### src/rtl/sram_scanout_reader.sv
// sram_scanout_reader: Avalon-MM read initiator on SRAM port s2 that scans an
// H_RES x V_RES frame from a base address and streams the pixels in raster
// order on an Avalon-ST source with backpressure.
// Optional build macro: SCANOUT_CONTINUOUS_EN -- frames repeat back-to-back
// from the latched base until reset.
module sram_scanout_reader #(
    parameter int ADDR_W     = 17,
    parameter int DATA_W     = 8,
    parameter int H_RES      = 320,
    parameter int V_RES      = 240,
    parameter int FIFO_DEPTH = 4
) (
    input  logic              clk,
    input  logic              reset,
    input  logic              start,
    input  logic [ADDR_W-1:0] base_addr,
    output logic              busy,
    output logic              frame_done,
    output logic [ADDR_W-1:0] sram_address,
    output logic              sram_chipselect,
    output logic              sram_clken,
    output logic              sram_write,
    output logic [DATA_W-1:0] sram_writedata,
    input  logic [DATA_W-1:0] sram_readdata,
    output logic [DATA_W-1:0] st_data,
    output logic              st_valid,
    input  logic              st_ready,
    output logic              st_sop,
    output logic              st_eop
);

    localparam int X_W = (H_RES > 1) ? $clog2(H_RES) : 1;
    localparam int Y_W = (V_RES > 1) ? $clog2(V_RES) : 1;
    localparam int P_W = $clog2(FIFO_DEPTH);
    localparam int E_W = DATA_W + 2;   // {sop, eop, data}

    typedef enum logic [1:0] {IDLE, FETCH, DRAIN} state_t;

    state_t            state, state_nx;
    logic [ADDR_W-1:0] base, offset;
    logic [X_W-1:0]    x;
    logic [Y_W-1:0]    y;
    logic              inflight, pend_sop, pend_eop;
    logic [E_W-1:0]    mem [FIFO_DEPTH];
    logic [P_W-1:0]    wr_ptr, rd_ptr;
    logic [P_W:0]      count;
    logic              issue, x_last, y_last, pix_first, pix_last, push, pop;
    logic [E_W-1:0]    head;

    assign x_last    = (x == X_W'(H_RES - 1));
    assign y_last    = (y == Y_W'(V_RES - 1));
    assign pix_last  = x_last & y_last;
    assign pix_first = (x == '0) && (y == '0);

    // Credit rule: entries held plus the read in flight never exceed the
    // FIFO, so a returning read always has a slot.
    assign issue = (state == FETCH) &&
                   ((count + {{P_W{1'b0}}, inflight}) < (P_W + 1)'(FIFO_DEPTH));

    assign push     = inflight;
    assign st_valid = (count != '0);
    assign pop      = st_valid & st_ready;
    assign head     = mem[rd_ptr];

    assign st_data    = st_valid ? head[DATA_W-1:0] : '0;
    assign st_sop     = st_valid & head[DATA_W+1];
    assign st_eop     = st_valid & head[DATA_W];
    assign frame_done = pop & head[DATA_W];
    assign busy       = (state != IDLE);

    assign sram_address    = base + offset;
    assign sram_chipselect = issue;
    assign sram_clken      = issue;
    assign sram_write      = 1'b0;
    assign sram_writedata  = '0;

    // State register
    always_ff @(posedge clk or posedge reset) begin
        if (reset) state <= IDLE;
        else       state <= state_nx;
    end

    // Next-state logic; start is only honoured from IDLE
    always_comb begin
        state_nx = state;
        case (state)
            IDLE:  if (start) state_nx = FETCH;
            FETCH: if (issue && pix_last) begin
`ifdef SCANOUT_CONTINUOUS_EN
                       state_nx = FETCH;
`else
                       state_nx = DRAIN;
`endif
                   end
            DRAIN: if (frame_done) state_nx = IDLE;
            default: state_nx = IDLE;
        endcase
    end

    // Base latch and scan position; offset tracks y*H_RES+x by increment
    always_ff @(posedge clk or posedge reset) begin
        if (reset) begin
            base   <= '0;
            offset <= '0;
            x      <= '0;
            y      <= '0;
        end else if (state == IDLE && start) begin
            base   <= base_addr;
            offset <= '0;
            x      <= '0;
            y      <= '0;
        end else if (issue) begin
            if (pix_last) begin
                offset <= '0;
                x      <= '0;
                y      <= '0;
            end else begin
                offset <= offset + 1'b1;
                if (x_last) begin
                    x <= '0;
                    y <= y + 1'b1;
                end else begin
                    x <= x + 1'b1;
                end
            end
        end
    end

    // One-cycle read latency: remember frame markers of the read in flight
    always_ff @(posedge clk or posedge reset) begin
        if (reset) begin
            inflight <= 1'b0;
            pend_sop <= 1'b0;
            pend_eop <= 1'b0;
        end else begin
            inflight <= issue;
            pend_sop <= issue & pix_first;
            pend_eop <= issue & pix_last;
        end
    end

    // FIFO pointers and occupancy
    always_ff @(posedge clk or posedge reset) begin
        if (reset) begin
            wr_ptr <= '0;
            rd_ptr <= '0;
            count  <= '0;
        end else begin
            if (push) wr_ptr <= wr_ptr + 1'b1;
            if (pop)  rd_ptr <= rd_ptr + 1'b1;
            case ({push, pop})
                2'b10:   count <= count + 1'b1;
                2'b01:   count <= count - 1'b1;
                default: count <= count;
            endcase
        end
    end

    // FIFO storage; contents are don't-care while the slot is empty
    always_ff @(posedge clk) begin
        if (push) mem[wr_ptr] <= {pend_sop, pend_eop, sram_readdata};
    end

endmodule
### config.mk
export PLATFORM = sky130hd
export DESIGN_NAME = sram_scanout_reader
export DESIGN_NICKNAME = d
export VERILOG_FILES = /design/src/rtl/sram_scanout_reader.sv
export SDC_FILE = /design/constraint.sdc
export NUM_CORES = 1
export LEC_CHECK = 0
export BUFFER_PORTS_ARGS = -buffer_cell sky130_fd_sc_hd__clkbuf_2
export CAP_MARGIN = 40
export CORE_ASPECT_RATIO = 1.25
export CORE_MARGIN = 2
export CORE_UTILIZATION = 25
export DETAILED_ROUTE_END_ITERATION = 6
export PLACE_DENSITY = 0.4
export RECOVER_POWER = 100
export SETUP_SLACK_MARGIN = 0.5
export SYNTH_ARGS = -nofsm -noshare
export SYNTH_HDL_FRONTEND = slang
export SYNTH_SLANG_ARGS = --single-unit
### constraint.sdc
create_clock -name clk -period 6.1 [get_ports clk]
set_clock_uncertainty 0.2 [all_clocks]
set_input_delay 0 -clock clk [delete_from_list [all_inputs] [get_ports clk]]
set_output_delay 0 -clock clk [all_outputs]
set_load 0.02 [all_outputs]
==> results of run 1 <==
==> power groups by stage <==
stage                     logic (µW)  clock network [µW]  registers (µW)
final                           1060                 553            1090
after global routing            1190                 600            1120
after CTS                       1130                 577            1100
after detailed placement        1110                   0            1110
after global placement          1100                   0            1100
after floorplan                  865                   0            1020
==> layer usage <==
layer / GRT usage (%) / vias up / share of wire, %
li1: - / 1991 / -
met5: 0 / - / 0
met1: 14.51 / 2006 / 45
met2: 21.39 / 88 / 50
met4: 4.437 / 0 / 1.6
met3: 1.985 / 15 / 3.8
==> path summary, 6_finish.rpt <==
kind,start,to,cells past startpoint
worst max-delay path,state[1],y[6],4
worst min-delay path,base_addr[7],base[7],4
worst max register to register,state[1],y[6],4
worst min register to register,base[9],base[9],2
max in group asynchronous,reset,offset[2],6
min in group asynchronous,reset,base[16],5
==> cell type report <==
type | instances | area [µm²] | share of cell area, %
clock inverters | 4 | 30.03 | 0.4535
clock buffers | 12 | 250.2 | 3.779
well taps | 283 | 354.1 | 5.348
multi-input cells | 375 | 2565 | 38.74
flip-flops and latches | 103 | 2778 | 41.95
repair buffers | 92 | 580.6 | 8.768
inverters | 17 | 63.81 | 0.9637
==> cell families after synthesis <==
logic type                 after synthesis
and+or+nand+nor                        196
other                                    1
buffers and inverters                   48
AOI/OAI and AO/OA                       90
DFF                                    103
muxes                                   10
adders and majority gates               28
xor gates and xnor gates                42
==> cell usage in the layout, fill, tap and decap left out, drive strengths merged, types with 5 or more instances in the layout <==
master	instances
a211oi	7
a21oi	20
and2	18
and3	7
clkbuf	73
conb	9
dfrtp	63
dlygate4sd3	29
edfxtp	40
ha	26
inv	18
mux4	10
nand2	73
nand3	17
nand4	9
nor2	39
nor3	7
o211ai	5
o21ai	24
o31ai	5
xnor2	16
xor2	26
==> worst max-delay path, cell delays in order, from the launching register on <==
cell and delay (ns):
dfrtp_1 0.41, nor2_1 0.24, and2_0 1.59, or2_0 0.97
o21ai_0 0.22
==> repair_timing <==
action / 4_1_cts / 5_1_grt
hold buffers: 29 / 0
buffers inserted: 0 / 0
hold endpoints to repair: 116 / 0
==> metrics by stage <==
step           hold slack, ns  utilization, %  worst slack [ns]  power, µW
3_3_place_gp        -0.009380           27.66             3.307       2195
3_5_place_dp          -0.2623           27.78             3.261       2216
4_1_cts                0.1569           30.37             2.878       2802
2_1_floorplan         -0.1011               -             3.606       1882
6_report               0.1750           30.02             2.287       2706
5_1_grt                0.1892           30.02             1.921       2914
==> flip-flops by register name (all words and copies together), names as in the netlist <==
register and flops:
base 17, count 3, inflight 1, mem 40, offset 17, pend_eop 1, pend_sop 1, rd_ptr 2
state 2, wr_ptr 2, x 9, y 8
==> impl_metrics.toml, run 1 <==
[drt]
drt_iter0_drc = 256
drt-pass1-iter-count = 4
routed_wl_um = 13340
avgRoutedWirePerCell_um = 15.06
routed_via_density = 4.628
ant_nets = 0
drc = 0
via_count = 4100

[setup_path]
setup.worst_path.class = "flip-flop to flip-flop"
path_max_fanout = 37
worstPathArrival_ns = 3.79
start_kind = "flip-flop"
worstSetupEndpointType = "flip-flop"
required_ns = 6.08
rrSetupSlack_ns = 2.29

[synth]
ys_seq_area_share_pct = 49.75
synth_ff_type = "dfrtp_1"
synth.top_cell.area_share_pct = 28.24
ys_top_cells_by_count = "73 x nand2_1, 63 x dfrtp_1, 40 x edfxtp_1"
yosysTopAreaCell = "dfrtp_1"
yosysMostFrequentCell = "nand2_1"
ys_seq_elements = 103
syn-cell-area_mm2 = 0.005583
synth-xor-area-share_pct = 6.589
synth-compound-area-share_pct = 11.39
synth-simple-area-share_pct = 17.23
synthMuxAreaShare_pct = 4.034
synthTopCellsByArea = "dfrtp_1 28%, edfxtp_1 22%, ha_1 5.8%, nand2_1 4.9%, xor2_1 4.1%"
async_flop_share_pct = 61.17
synth_top_family_by_area = "simple AND/OR/NAND/NOR gates"
synthCells = 518
synth_edf_count = 40
synthAdderAreaFrac_pct = 6.544
ys_types = 66
ys_warn_count = 0
syn_area_per_cell_um2 = 10.78

[power]
power.internal_uw = 1601
p_clk_share_pct = 20.5
p_comb_share_pct = 39.3
vdd_ir_drop_max_uv = 187.3
powerDensity_mw_per_mm2 = 408.6
switchingPower_uw = 1105
swShare_pct = 40.84
seq_power_share_pct = 40.2
power_leakage_uw = 0.002693

[global_route]
antenna_found_initial = 0
track_usage_pct = 12.05
grt_pass1_wl_um = 22050
grt_max_degree = 62
grt_pass1_vias = 4269
globalRouteOverflowTotal = 0

[outcome]
status = "complete, but fails checks"
violations = "max-capacitance violations, max-slew violations"

[placement]
post-dp-hpwl_um = 9315
place_area_mm2 = 0.006128
io_buffers = 60
dp.cells = 841
place_congestion = 0.8135

[clock_tree]
clk_pin_slew_ns = 0.07
cts_resized = 0
numClockSinks = 103
clkLatencyLatePin_ns = 0.35
htreeDepth = 3
cts_buffer_depth = 2
cts_tree = "done"
cts-buffers-inserted = 9
ctsRootBufferMaster = "clkbuf_16"

[sta]
finalHoldViolations = 0
slew_viol_final = 38
tns_ns = 0
finalSetupViolations = 0
fmax_mhz = 262.2
slew_headroom_pct = -39.21
rsz0062_at_grt = "false"
tightest_slew_ns = 2.087
final.min_clock_period_ns = 3.813
finalCritPeriodShare_pct = 62.51

[cells_and_area]
antennaDiodeCount = 0
drive_above_1_share_pct = 9.619
final_cells = 886
fin_nets = 655
area_growth_pct = 18.60
final_area_mm2 = 0.006621
fillers = 2348

[floorplanning]
ios = 70
dieArea_mm2 = 0.02355
rows = 61
chipHeight_um = 171.1
initial_utilization_pct = 25.31
coreArea_mm2 = 0.02206
die_x_um = 137.7

[hold_path]
hp-class = "input pin to flip-flop"

[run]
max-cap-violations = 1
No activity file was read; power rests on OpenSTA's default activity.
==> run 2, diff against run 1 <==
--- a/config.mk
+++ b/config.mk
@@ -11,7 +11,7 @@
 export CORE_MARGIN = 2
 export CORE_UTILIZATION = 25
 export DETAILED_ROUTE_END_ITERATION = 6
-export PLACE_DENSITY = 0.4
+export PLACE_DENSITY = 0.41
 export RECOVER_POWER = 100
 export SETUP_SLACK_MARGIN = 0.5
 export SYNTH_ARGS = -nofsm -noshare
==> constraint.sdc (replaced) <==
create_clock -name clk -period 3.4 [get_ports clk]
set_clock_uncertainty 0.2 [all_clocks]
set_input_delay 0 -clock clk [delete_from_list [all_inputs] [get_ports clk]]
set_output_delay 0 -clock clk [all_outputs]
set_load 0.02 [all_outputs]
==> impl_metrics.toml, run 2 (synthesis gave the netlist of run 1 again) <==
[outcome]
status = "completed"

[setup_path]
setup.worst_path.class = "flip-flop to primary output"
worstPathArrival_ns = 2.72
rrSetupSlack_ns = 0.54
r2r-start = "state[1]"
worstSetupEndpointType = "primary output"
rr_worst_depth = 6
start_kind = "flip-flop"
r2r-end = "offset[14]"
path_max_fanout = 6
required_ns = 3.20

[sta]
tns_ns = 0
slew_headroom_pct = 14.92
slew_viol_final = 0
rsz0062_at_grt = "true"
finalHoldViolations = 0
tightest_slew_ns = 1.276
final.min_clock_period_ns = 2.918
timing.final.ws_setup_ns = 0.4815
fmax_mhz = 342.6
finalCritPeriodShare_pct = 85.84
finalSetupViolations = 0

[clock_tree]
cts_tree = "done"
clk_pin_slew_ns = 0.07
htreeDepth = 3
cts_buffer_depth = 2
numClockSinks = 103
ctsRootBufferMaster = "clkbuf_16"
cts-buffers-inserted = 9
clkLatencyLatePin_ns = 0.35

[cells_and_area]
largest_register = "mem"
fin_nets = 659
final_cell_mix = "73 x nand2_1, 63 x dfrtp_1, 41 x clkbuf_1"
fillers = 2312
antennaDiodeCount = 0
top_regs = "mem: 40 flops, base: 17 flops, offset: 17 flops"
drive_above_1_share_pct = 11.86
area_growth_pct = 20.06
final_common_cell = "nand2_1"
largest_reg_flops = 40

[drt]
routed_via_density = 4.646
via_count = 4135
ant_nets = 0
drc = 0
drt-pass1-iter-count = 5
routed_wl_um = 13350
avgRoutedWirePerCell_um = 14.99
drt_iter0_drc = 203

[global_route]
track_usage_pct = 12.12
grt_pass1_vias = 4269
grt_max_degree = 29
grt_pass1_wl_um = 21910
globalRouteOverflowTotal = 0
antenna_found_initial = 0

[placement]
io_buffers = 60
post-place-ws_ns = 0.5183
place_congestion = 0.7950
post-dp-hpwl_um = 9536

[hold_path]
worstHoldStart = "base_addr[7]"
hold_path_depth = 4
min_to = "base[7]"
hp-class = "input pin to flip-flop"

[run]
max-cap-violations = 0

[floorplanning]
rows = 61
dieArea_mm2 = 0.02355
chipHeight_um = 171.1
coreArea_mm2 = 0.02206
initial_utilization_pct = 25.31
die_x_um = 137.7
ios = 70

[power]
swShare_pct = 40.69
p_comb_share_pct = 40.3
vdd_ir_drop_max_uv = 344.5
switchingPower_uw = 2031
seq_power_share_pct = 38.7
powerDensity_mw_per_mm2 = 744.5
power.internal_uw = 2960
p_clk_share_pct = 21.0
power_leakage_uw = 0.002705
==> run 2: cell types whose count changed in the layout (fill, tap and decap cells not counted), moves of 2 or more <==
| cell | delta |
|---|---|
| buf_4 | +3 |
| ha_1 | -3 |
| nor2_2 | +2 |
| clkbuf_2 | +3 |
| nor2_1 | -2 |
| ha_2 | +3 |
| inv_6 | -2 |
==> run 2: power by group through the flow <==
stage	registers (µW)	logic, µW	clock network, µW
finish	1930	2010	1050
floorplan	1820	1550	0
CTS	1940	2090	1080
global placement	1950	2000	0
detailed placement	1960	2020	0
global route	1990	2260	1130
==> run 2: area by class of cell <==
class	instances	area, µm²	area share (%)
clock inverters	6	62.56	0.9334
flip-flops and latches	103	2778	41.44
inverters	17	63.81	0.9520
repair buffers	96	580.6	8.662
multi-input cells	375	2635	39.31
well taps	283	354.1	5.283
clock buffers	10	229.0	3.416
==> run 2: worst max-delay path: stages (launching register included) <==
cell and delay (ns):
dfrtp_1 0.44, ha_1 0.26, fa_2 0.40, a211oi_4 0.25, o21bai_1 0.11, a21oi_1 0.27
nor2_1 0.07, a211oi_1 0.31, clkbuf_1 0.27
==> run 2: timing repair <==
action / 4_1_cts / 5_1_grt
hold endpoints to repair: 80 / 0
endpoints found under the setup margin: 6 / 7
pin swaps: 2 / 1
hold buffers: 28 / 0
buffers inserted: 1 / 2
resized for setup: 6 / 12
==> run 2: per-stage QoR <==
stage / power [µW] / area (µm²) / hold WS [ns] / cells / util [%]
2_1_floorplan: 3377 / 5613 / -0.1011 / 526 / -
4_1_cts: 5106 / 6729 / 0.06043 / 888 / 30.51
6_report: 4990 / 6703 / 0.1714 / 890 / 30.39
3_5_place_dp: 3978 / 6123 / -0.1153 / 843 / 27.76
5_1_grt: 5380 / 6703 / 0.1816 / 890 / 30.39
3_3_place_gp: 3953 / 6123 / -0.1232 / 843 / 27.76
==> run 2: how the worst max path moves through the flow <==
stage               from               end  slack [ns]
5_1_grt         state[1]        offset[14]        0.25
3_3_place_gp   offset[0]  sram_address[16]        0.62
3_5_place_dp   offset[0]  sram_address[16]        0.52
2_1_floorplan  offset[0]  sram_address[14]        0.91
6_report       offset[0]  sram_address[14]        0.48
4_1_cts        offset[0]  sram_address[16]        0.49
==> run 2: metal layers <==
layer  track usage, %  routed length [µm]  share of wire, %  up-vias
met3            2.074                 419               3.1       16
li1                 -                   -                 -     1995
met4            5.199                 284               2.1        0
met5                0                   0                 0        -
met2            21.05                6642                50       82
met1            14.64                5998                45     2042
==> run 3, diff against run 2 <==
--- a/config.mk
+++ b/config.mk
@@ -7,12 +7,13 @@
 export LEC_CHECK = 0
 export BUFFER_PORTS_ARGS = -buffer_cell sky130_fd_sc_hd__clkbuf_2
 export CAP_MARGIN = 40
-export CORE_ASPECT_RATIO = 1.25
+export CORE_ASPECT_RATIO = 0.75
 export CORE_MARGIN = 2
 export CORE_UTILIZATION = 25
 export DETAILED_ROUTE_END_ITERATION = 6
 export PLACE_DENSITY = 0.41
 export RECOVER_POWER = 100
+export REMOVE_ABC_BUFFERS = 1
 export SETUP_SLACK_MARGIN = 0.5
 export SYNTH_ARGS = -nofsm -noshare
 export SYNTH_HDL_FRONTEND = slang
==> impl_metrics.toml, run 3 (synthesis gave the netlist of run 1 again) <==
[cells_and_area]
fillers = 2307
top_regs = "mem: 40 flops, base: 17 flops, offset: 17 flops"
final_cell_mix = "73 x nand2_1, 62 x dfrtp_1, 40 x edfxtp_1"
final_common_cell = "nand2_1"
seqCellArea_mm2 = 0.002779
final_cells = 908
antennaDiodeCount = 0
drive_above_1_share_pct = 12.38
multi_input_area_mm2 = 0.002594
area_growth_pct = 21.16
fin_nets = 666
largest_register = "mem"
largest_reg_flops = 40
utilization_pct = 30.75

[setup_path]
worstPathArrival_ns = 2.80
setup.worst_path.class = "flip-flop to primary output"
start_kind = "flip-flop"
path_max_fanout = 3
worstSetupEndpointType = "primary output"
required_ns = 3.20

[placement]
post-dp-hpwl_um = 9591
dp.cells = 854
io_buffers = 60
place_congestion = 0.7958

[floorplanning]
rows = 47
chipHeight_um = 133.4
initial_utilization_pct = 25.38
coreArea_mm2 = 0.02199
die_x_um = 176.6
dieArea_mm2 = 0.02356
ios = 70

[drt]
met3WireLength_um = 736
drc = 0
wirelength_met1_um = 6742
routed_via_density = 4.569
ant_nets = 0
drt-pass1-iter-count = 4
top_layer = "met4"
via_count = 4149
avgRoutedWirePerCell_um = 14.98
routed_wl_um = 13610
wl_met2_um = 5990
drt_iter0_drc = 213

[clock_tree]
clk_pin_slew_ns = 0.08
cts_buffer_depth = 2
cts_tree = "done"
cts-buffers-inserted = 9
htreeDepth = 3
ctsRootBufferMaster = "clkbuf_16"
numClockSinks = 103
clkLatencyLatePin_ns = 0.35

[power]
switchingPower_uw = 2079
power.internal_uw = 3012
p_comb_share_pct = 40.0
seq_power_share_pct = 38.3
powerDensity_mw_per_mm2 = 752.6
swShare_pct = 40.83
vdd_ir_drop_max_uv = 266.0
power_leakage_uw = 0.002764
p_clk_share_pct = 21.8

[global_route]
grt_pass1_vias = 4153
grt_max_degree = 35
track_usage_pct = 12.18
globalRouteOverflowTotal = 0
grt_pass1_wl_um = 22400
antenna_found_initial = 0

[sta]
rsz0062_at_grt = "true"
finalSetupViolations = 0
slew_headroom_pct = 33.41
final.min_clock_period_ns = 2.995
fmax_mhz = 333.9
tns_ns = 0
tightest_slew_ns = 0.9988
finalHoldViolations = 0
slew_viol_final = 0
finalCritPeriodShare_pct = 88.10

[run]
max-cap-violations = 0

[outcome]
status = "completed"

[hold_path]
hp-class = "input pin to flip-flop"
-- run 3: changes by cell type in the layout (fill, tap and decap cells not counted), sizes merged --
| cell | previous run | this run |
|---|---|---|
| inv | 17 | 20 |
| clkbuf | 74 | 72 |
| dlygate4sd3 | 28 | 29 |
| clkinvlp | 2 | 1 |
| clkinv | 3 | 2 |
| buf | 4 | 11 |
-- run 3: repair_timing --
item,in CTS,in global routing
pin swaps,2,5
setup endpoints to repair,7,7
hold buffers,29,0
resized for setup,5,10
hold endpoints to repair,121,0
buffers inserted,2,7
-- run 3: per-stage QoR --
stage	setup slack (ns)	area (µm²)	hold WS (ns)	power (µW)
after floorplan	0.9064	5431	-0.1011	3313
after global placement	0.4392	6130	-0.009629	3969
after detailed placement	0.4264	6150	-0.2508	4005
after global routing	0.2752	6764	0.1801	5466
after CTS	0.4552	6798	0.1563	5196
final	0.4047	6764	0.1698	5091
-- run 3: final timing paths --
path	from	end	slack (ns)	cells past startpoint
min in group asynchronous	reset	base[7]	0.55	4
min reg2reg	state[1]	state[0]	0.29	1
max	offset[0]	sram_address[10]	0.40	8
max in group asynchronous	reset	count[2]	1.16	5
max reg2reg	inflight	y[6]	0.64	5
min	base_addr[15]	base[15]	0.17	4
-- run 3: layout make-up --
class	instances	area share (%)
flip-flops and latches	103	41.08
multi-input cells	375	38.35
repair buffers	103	9.434
well taps	294	5.438
clock buffers	9	3.330
clock inverters	7	1.424
inverters	17	0.9434
-- run 3: power by group through the flow --
stage | Combinational [µW] | Sequential [µW] | Clock [µW]
after floorplan | 1440 | 1870 | 0
after global placement | 2000 | 1970 | 0
after detailed placement | 2020 | 1980 | 0
after CTS | 2090 | 1960 | 1150
after global routing | 2270 | 2000 | 1190
final | 2030 | 1950 | 1110
-- run 3: critical path, cell delays in order, from the launching register on --
cell	delay, ns
dfrtp_2	0.44
ha_4	0.17
fa_2	0.37
a211oi_1	0.38
nor2_1	0.16
o31ai_1	0.37
o21a_1	0.20
xnor2_1	0.11
clkbuf_1	0.25
-- run 3: routing by layer --
layer  global-route usage, %  up-vias
met4                   3.352        0
met3                   2.654       10
met2                   17.99      101
met1                   17.90     2022
met5                       0        -
li1                        -     2016
